[src/rtl/exp_coef_cmult.sv]
`default_nettype none
// ============================================================================
// Module   : exp_coef_cmult
// Purpose  : Complex multiply of FFT samples by the exp(-i2*pi*mpL/Np) LUT
//            coefficient, with Np-sample block framing and saturating output.
// Revision : 1.0 - initial release
// ============================================================================
module exp_coef_cmult #(
    parameter int DATA_W = 16,
    parameter int COEF_W = 10,
    parameter int OUT_W  = 18
) (
    input  logic                     clock,
    input  logic                     i_reset_n,
    input  logic                     i_enable,
    input  logic [2:0]               i_NFFT_sel,
    input  logic [2*DATA_W-1:0]      s_axis_data_tdata,
    input  logic                     s_axis_data_tvalid,
    input  logic                     s_axis_data_tlast,
    input  logic signed [COEF_W-1:0] i_exp_sample_real,
    input  logic signed [COEF_W-1:0] i_exp_sample_imag,
    output logic [2*OUT_W-1:0]       m_axis_tdata,
    output logic                     m_axis_tvalid,
    output logic                     m_axis_tlast,
    output logic [15:0]              o_block_cnt,
    output logic                     o_tlast_err,
    output logic                     o_sat
);

    localparam int c_PROD_W = DATA_W + COEF_W;
    localparam int c_SUM_W  = c_PROD_W + 1;
    localparam int c_CNT_W  = 10;
    localparam logic signed [c_SUM_W-1:0] c_RND  = c_SUM_W'(128);
    localparam logic signed [c_SUM_W-1:0] c_OMAX = c_SUM_W'((1 <<< (OUT_W-1)) - 1);
    localparam logic signed [c_SUM_W-1:0] c_OMIN = c_SUM_W'(-(1 <<< (OUT_W-1)));

    // Round half-up in Q.8, then clip; MSB of the result is the clip flag.
    function automatic logic [OUT_W:0] f_round_sat(input logic signed [c_SUM_W-1:0] v);
        logic signed [c_SUM_W-1:0] r;
        r = (v + c_RND) >>> 8;
        if (r > c_OMAX)
            f_round_sat = {1'b1, c_OMAX[OUT_W-1:0]};
        else if (r < c_OMIN)
            f_round_sat = {1'b1, c_OMIN[OUT_W-1:0]};
        else
            f_round_sat = {1'b0, r[OUT_W-1:0]};
    endfunction

    // ------------------------------------------------------------------
    // Framing
    // ------------------------------------------------------------------
    logic                 w_accept;
    logic [c_CNT_W-1:0]   w_sel_np_m1;
    logic [c_CNT_W-1:0]   w_np_m1;
    logic                 w_is_last;
    logic [c_CNT_W-1:0]   r_cnt;
    logic [c_CNT_W-1:0]   r_np_m1;
    logic                 r_tlast_err;

    assign w_accept = s_axis_data_tvalid & i_enable;

    always_comb begin
        w_sel_np_m1 = 10'd1023;
        case (i_NFFT_sel)
            3'd0:    w_sel_np_m1 = 10'd15;
            3'd1:    w_sel_np_m1 = 10'd31;
            3'd2:    w_sel_np_m1 = 10'd63;
            3'd3:    w_sel_np_m1 = 10'd127;
            3'd4:    w_sel_np_m1 = 10'd255;
            3'd5:    w_sel_np_m1 = 10'd511;
            default: w_sel_np_m1 = 10'd1023;
        endcase
    end

    // The block length is taken live from the select only on the first sample.
    assign w_np_m1   = (r_cnt == '0) ? w_sel_np_m1 : r_np_m1;
    assign w_is_last = (r_cnt == w_np_m1);

    always_ff @(posedge clock or negedge i_reset_n) begin
        if (!i_reset_n) begin
            r_cnt       <= '0;
            r_np_m1     <= '0;
            r_tlast_err <= 1'b0;
        end else if (w_accept) begin
            if (r_cnt == '0)
                r_np_m1 <= w_sel_np_m1;
            if (w_is_last || s_axis_data_tlast)
                r_cnt <= '0;
            else
                r_cnt <= r_cnt + 1'b1;
            if (s_axis_data_tlast != w_is_last)
                r_tlast_err <= 1'b1;
        end
    end

    // ------------------------------------------------------------------
    // Datapath P0..P3
    // ------------------------------------------------------------------
    logic                       r_p0_valid, r_p1_valid, r_p2_valid;
    logic                       r_p0_last,  r_p1_last,  r_p2_last;
    logic signed [DATA_W-1:0]   r_p0_re, r_p0_im;
    logic signed [c_PROD_W-1:0] r_p1_ac, r_p1_bd, r_p1_ad, r_p1_bc;
    logic signed [c_SUM_W-1:0]  r_p2_re, r_p2_im;
    logic [OUT_W:0]             w_out_re, w_out_im;
    logic [2*OUT_W-1:0]         r_tdata;
    logic                       r_tvalid, r_tlast, r_sat;
    logic [15:0]                r_block_cnt;

    assign w_out_re = f_round_sat(r_p2_re);
    assign w_out_im = f_round_sat(r_p2_im);

    always_ff @(posedge clock or negedge i_reset_n) begin
        if (!i_reset_n) begin
            r_p0_valid  <= 1'b0;
            r_p0_last   <= 1'b0;
            r_p0_re     <= '0;
            r_p0_im     <= '0;
            r_p1_valid  <= 1'b0;
            r_p1_last   <= 1'b0;
            r_p1_ac     <= '0;
            r_p1_bd     <= '0;
            r_p1_ad     <= '0;
            r_p1_bc     <= '0;
            r_p2_valid  <= 1'b0;
            r_p2_last   <= 1'b0;
            r_p2_re     <= '0;
            r_p2_im     <= '0;
            r_tdata     <= '0;
            r_tvalid    <= 1'b0;
            r_tlast     <= 1'b0;
            r_sat       <= 1'b0;
            r_block_cnt <= '0;
        end else begin
            r_p0_valid <= w_accept;
            if (w_accept) begin
                r_p0_re   <= s_axis_data_tdata[DATA_W-1:0];
                r_p0_im   <= s_axis_data_tdata[2*DATA_W-1:DATA_W];
                r_p0_last <= w_is_last;
            end

            // The LUT coefficient arrives one cycle behind its data sample.
            r_p1_valid <= r_p0_valid;
            if (r_p0_valid) begin
                r_p1_last <= r_p0_last;
                r_p1_ac   <= c_PROD_W'(r_p0_re) * c_PROD_W'(i_exp_sample_real);
                r_p1_bd   <= c_PROD_W'(r_p0_im) * c_PROD_W'(i_exp_sample_imag);
                r_p1_ad   <= c_PROD_W'(r_p0_re) * c_PROD_W'(i_exp_sample_imag);
                r_p1_bc   <= c_PROD_W'(r_p0_im) * c_PROD_W'(i_exp_sample_real);
            end

            r_p2_valid <= r_p1_valid;
            if (r_p1_valid) begin
                r_p2_last <= r_p1_last;
                r_p2_re   <= c_SUM_W'(r_p1_ac) - c_SUM_W'(r_p1_bd);
                r_p2_im   <= c_SUM_W'(r_p1_ad) + c_SUM_W'(r_p1_bc);
            end

            r_tvalid <= r_p2_valid;
            r_tlast  <= r_p2_valid & r_p2_last;
            if (r_p2_valid) begin
                r_tdata <= {w_out_im[OUT_W-1:0], w_out_re[OUT_W-1:0]};
                if (w_out_re[OUT_W] || w_out_im[OUT_W])
                    r_sat <= 1'b1;
                if (r_p2_last)
                    r_block_cnt <= r_block_cnt + 16'd1;
            end
        end
    end

    assign m_axis_tdata  = r_tdata;
    assign m_axis_tvalid = r_tvalid;
    assign m_axis_tlast  = r_tlast;
    assign o_block_cnt   = r_block_cnt;
    assign o_tlast_err   = r_tlast_err;
    assign o_sat         = r_sat;

endmodule
`default_nettype wire

[config.mk]
export PLATFORM = sky130hd
export DESIGN_NAME = exp_coef_cmult
export DESIGN_NICKNAME = d
export VERILOG_FILES = /design/src/rtl/exp_coef_cmult.sv
export SDC_FILE = /design/constraint.sdc
export NUM_CORES = 2
export LEC_CHECK = 0
export CAP_MARGIN = 5
export CORE_MARGIN = 2
export CORE_UTILIZATION = 31
export DETAILED_ROUTE_END_ITERATION = 6
export GPL_TIMING_DRIVEN = 0
export MAX_ROUTING_LAYER = met4
export REMOVE_ABC_BUFFERS = 1
export SYNTH_ARGS = -nofsm -noshare
export SYNTH_HDL_FRONTEND = slang
export SYNTH_SLANG_ARGS = --single-unit
[constraint.sdc]
create_clock -name clock -period 6.8 [get_ports clock]
set_input_delay 1.36 -clock clock [delete_from_list [all_inputs] [get_ports clock]]
set_output_delay 1.36 -clock clock [all_outputs]
set_load 0.05 [all_outputs]
After elaboration in Yosys (flattened, before gate mapping). Index checks and enable logic that the tools add are counted.

Bitwise operators: 2. Multipliers: 4. Order comparisons: 4. Reductions and logical operators: 7. Muxes and demuxes: 7. Eq/ne operators: 7. Add/subtract/negate cells: 6.

Operator list (count): multiplier 16 x 10 -> 26 bit (4); two-way mux 19 bit (4); case mux 10 bit (6 select lines) (1); adder 27 x 9 -> 27 bit (second input constant) (2); greater-than comparator 19 x 18 -> 1 bit (second input constant) (2); < comparator 19 x 18 -> 1 bit (second input constant) (2); adder 26 x 26 -> 27 bit (1); subtractor 26 x 26 -> 27 bit (1); two-way mux 10 bit (2); adder 16 x 1 -> 16 bit (second input constant) (1); adder 10 x 1 -> 10 bit (second input constant) (1); == test 10 bit (1); zero test 10 bit (1); == test 3 x 2 -> 1 bit (second input constant) (2); == test 3 bit (second input constant) (2); AND reduction 2 bit (3); == test 3 x 1 -> 1 bit (second input constant) (1); zero test 3 bit (1); bitwise AND 1 bit (2); logical OR 1 bit (2); != test 1 bit (1).

Bits of input ports: 60. Output and inout port bits: 56. Logic and storage cells: 59. Register bits after elaboration: 272.

Depth between registers and ports, before layout.
Depth in word-level cells: 6. Depth in mapped cells: 22. Mapped depth without buffers: 21.

Least setup slack after synthesis. Ideal clock, no wire load.

Path kind: input port to flip-flop. From: input i_exp_sample_real[1]. To: register r_p1_bc[24]. Data required time: 6.675 ns. Buffers on the path: 1. Path slack: 0.288 ns. Library setup time: 0.125 ns. Stages on the path: 21. Arrival: 6.387 ns. Cell sequence: clkbuf_1 -> nand2_1 -> fa_1 -> inv_1 -> fa_1 -> inv_1 -> fa_1 -> inv_1 -> fa_1 -> inv_1 -> fa_1 -> inv_1 -> ha_1 -> o31a_1 -> a41oi_1 -> nor3_1 -> a311oi_1 -> a31o_2 -> o21a_1 -> xnor2_1 -> mux2_2.

Longest elaborated chain between the ends: 1.

Ends and longest elaborated chain: start, declared (RTL line 20) `input logic signed [COEF_W-1:0] i_exp_sample_real,`; multiplier 16 x 10 -> 26 bit (RTL line 148) `r_p1_bc <= c_PROD_W'(r_p0_im) * c_PROD_W'(i_exp_sample_real);`; end signal, assigned (RTL line 148); end, declared (RTL line 102) `logic signed [c_PROD_W-1:0] r_p1_ac, r_p1_bd, r_p1_ad, r_p1_bc;`.

No other way between the ends. A chain may end at the register's enable or synchronous reset.

Worst setup path in the final report.
From: input i_exp_sample_real[6]. To: register r_p1_ac[22].

Longest elaborated chain between the ends: 1.

Ends and longest elaborated chain: multiplier 16 x 10 -> 26 bit (RTL line 145) `r_p1_ac <= c_PROD_W'(r_p0_re) * c_PROD_W'(i_exp_sample_real);`; end signal, assigned (RTL line 145); end, declared (RTL line 102).

No other way between the ends.

==> implementation parameters <==
Parameter                              Value

Routing
  Total wire length after detailed routing    about 87000 um
  Avg Vias per Cell    4.67
  Vias post-DR    around 26000
  Total DRC errors in the routed layout    0
  Detail-routed net length per standard cell    between 15 and 20 um
  Starting DRC count in detailed routing    roughly 1200
  Antenna-violating nets left    0
  Pre-Repair DR Iteration Count    5

Floorplanning
  Horizontal extent of the die    between 300 and 400 um
  Floorplan Core Area    115000 um2
  Starting Density    0.313
  Total die area    about 120000 um2
  Row Count    around 120
  Vert. Die Dim    approximately 340 um
  Num ports    roughly 120

Global route
  Pin count of the biggest net entering global routing    94
  Leftover overflow at the end of global routing    0
  Global-route wire length before repair    between 100000 and 150000 um
  GRT Resource Usage Total    0.158
  Number of antenna violations at the first check in global routing    3
  Via count of the first global-routing pass    ~27000

Synthesis
  Number of enable flip-flop cells after synthesis    0
  Syn. warnings    0
  Cells taking the most area after synthesis    fa_1 (31%), dfrtp_1 (18%), ha_1 (10%), inv_1 (8.4%), nand2_1 (5.7%)
  Dominant register cell in the synthesized netlist    dfrtp_1
  Sequential area share after synthesis    0.180
  Synthesized instance count    3916
  Library cell with the largest summed area after synthesis    fa_1
  Cell area after technology mapping    around 36000 um2
  Share of synthesized registers carrying an async set or reset    1.00
  Number of register bits inferred by synthesis    ~260
  Most frequent cell after synthesis    inv_1
  Mean area per synthesized cell    9.16 um2
  Area share of the largest cell type after synthesis    0.310
  Cell types with the highest counts after synthesis    inv_1 (806), fa_1 (556), nand2_1 (541), ha_1 (300), dfrtp_1 (258)
  Netlist cell types    65

Placement
  Detailed Place HPWL    66800 um
  # port buffers    ~120
  Final weighted congestion of routability-driven global placement    0.806
  Cell total after placement    roughly 5400

STA
  RSZ-0062 raised after global routing    no
  Minimum clock period after layout    around 6600 ps
  Fmax    151 MHz
  Final number of hold-violating endpoints    0
  Final period util    0.971
  Slew Limit Headroom    0.215
  Pins Over Slew Limit    0
  Final count of negative-setup-slack endpoints    0
  Worst clock skew    ~29 ps
  Worst hold slack across all endpoints    459 ps
  Measured slew at the worst slew-check pin    around 1200 ps

Job
  Maximum Capacitance Violations    0

Critical path
  Max Fanout on Critical Path    32
  Combined buffer and inverter count along the critical path    4
  Critical path's largest stage delay    approximately 540 ps
  Arrival @ worst endpoint    about 7000 ps
  Worst setup SP type    input port
  Critical-path cell with the highest stage delay    fa_1
  Worst setup path category    input port to flip-flop
  Crit path capture type    flip-flop
  CP top delay family    adder cells
  Critical path's most frequent cell    fa_1
  Required time worst endpoint    between 7000 and 8000 ps
  CP cell instances    buf_4 -> nand2_1 -> fa_1 -> inv_1 -> fa_1 -> fa_1 -> fa_1 -> inv_1 -> fa_1 -> inv_1 -> ha_1 -> a21o_1 -> a21oi_1 -> nor3b_1 -> o211ai_1 -> nand3_1 -> o21ai_1 -> a21oi_1 -> xnor2_1 -> mux2_2

CTS
  TritonCTS clock tree    built
  Clock insertion delay at the later pin of the skew report    approximately 600 ps
  Deepest level of the CTS H-tree    2
  Deepest clock path buffer count    3
  Root Buffer Master    clkbuf_16
  Total clock sinks    approximately 260
  Clock transition at the registers of the reported paths    about 60 ps
  Num CTS Buffers    38
  Post-cts hold buffer count    0

Final layout
  Layout cells sized above 1    0.0688
  Area growth syn-to-layout    11.6%
  Post-route core utilization    0.349
  Fill count    ~12000
  Fin cells    between 5000 and 6000
  Net count, final    slightly below 5000

Status
  Outcome    completed

Min path
  Class of the worst hold path    flip-flop to flip-flop
==> kinds of logic (layout without fill, tap and decap cells) <==
group           Yosys count  in the layout  share of synthesized area
other cells               0              4                          0
mux                     138            138                     0.0430
flops                   258            258                      0.180
fa+ha+maj               856            856                      0.415
buf+inv                 975           1010                      0.102
compound gates          410            410                     0.0711
simple gates           1073           1073                      0.139
xor+xnor                206            206                     0.0503
==> layout by cell type (no fill, tap or decap), types with 14 or more instances in the layout <==
master,n
o21a_1,14
o21bai_1,22
xor2_1,70
inv_1,804
a21oi_1,153
nand3_1,45
and2_1,226
nand2_1,540
ha_1,300
nor2b_1,16
o21ai_0,79
fa_1,556
dfrtp_1,245
nand4_1,15
xnor2_1,134
and3_1,18
nor3_1,14
clkbuf_16,38
clkdlybuf4s50_1,96
nand2b_1,28
mux2_2,125
or3_1,14
a21o_1,49
nor2_1,134
==> state kept, by name (all words and copies together), names as in the netlist, 16 cells and up <==
register and cells:
m_axis_tdata 36, o_block_cnt 16, r_p0_im 16, r_p0_re 16, r_p1_ac 26, r_p1_ad 26
r_p1_bc 26, r_p1_bd 26, r_p2_im 20, r_p2_re 20
==> path summary, 6_finish.rpt <==
kind	startpoint	to	slack, ps	depth (start not counted)
max	i_exp_sample_real[6]	r_p1_ac[22]	200	20
max in group asynchronous	i_reset_n	m_axis_tdata[21]	4590	3
min in group asynchronous	i_reset_n	m_axis_tdata[17]	790	1
min reg2reg	o_sat	o_sat	460	1
max reg2reg	r_p0_re[2]	r_p1_ac[23]	220	19
min	o_sat	o_sat	460	1
==> metrics by stage <==
stage / instance area (um2) / setup TNS [ps] / setup WS, ps
5_1_grt: 40000 / 0 / 8.14
3_3_place_gp: 38300 / -2180910 / -8150
2_1_floorplan: 35200 / 0 / 384
3_5_place_dp: 38500 / -101300 / -2590
4_1_cts: 39900 / 0 / 8.20
6_report: 40000 / 0 / 197
==> what timing repair did <==
item / in CTS / in global routing
endpoints found under the setup margin: 61 / 18
setup buffers: 6 / 1
pin swaps: 1 / 2
resized for setup: 57 / 34
gates cloned: 1 / 0
==> routing by layer <==
layer / share of wire / GRT usage
met5: 0 / -
met4: 0.030 / 0.0511
met3: 0.053 / 0.0272
met2: 0.48 / 0.261
met1: 0.44 / 0.197
==> cell type report <==
class,count,area (um2),share of cell area
Clock inverter,15,215,0.00538
Multi-Input combinational cell,2683,25800,0.645
Tap cell,1512,1890,0.0473
Antenna cell,4,10.0,0.000250
Timing Repair inverter,1,5.00,0.000125
Inverter,807,3040,0.0759
Clock buffer,52,1070,0.0268
Timing Repair Buffer,135,1500,0.0373
Sequential cell,258,6470,0.162
Power is left out: the tool's default activity adds up to more than one toggle a clock period on the data nets, which glitch-free logic cannot reach.
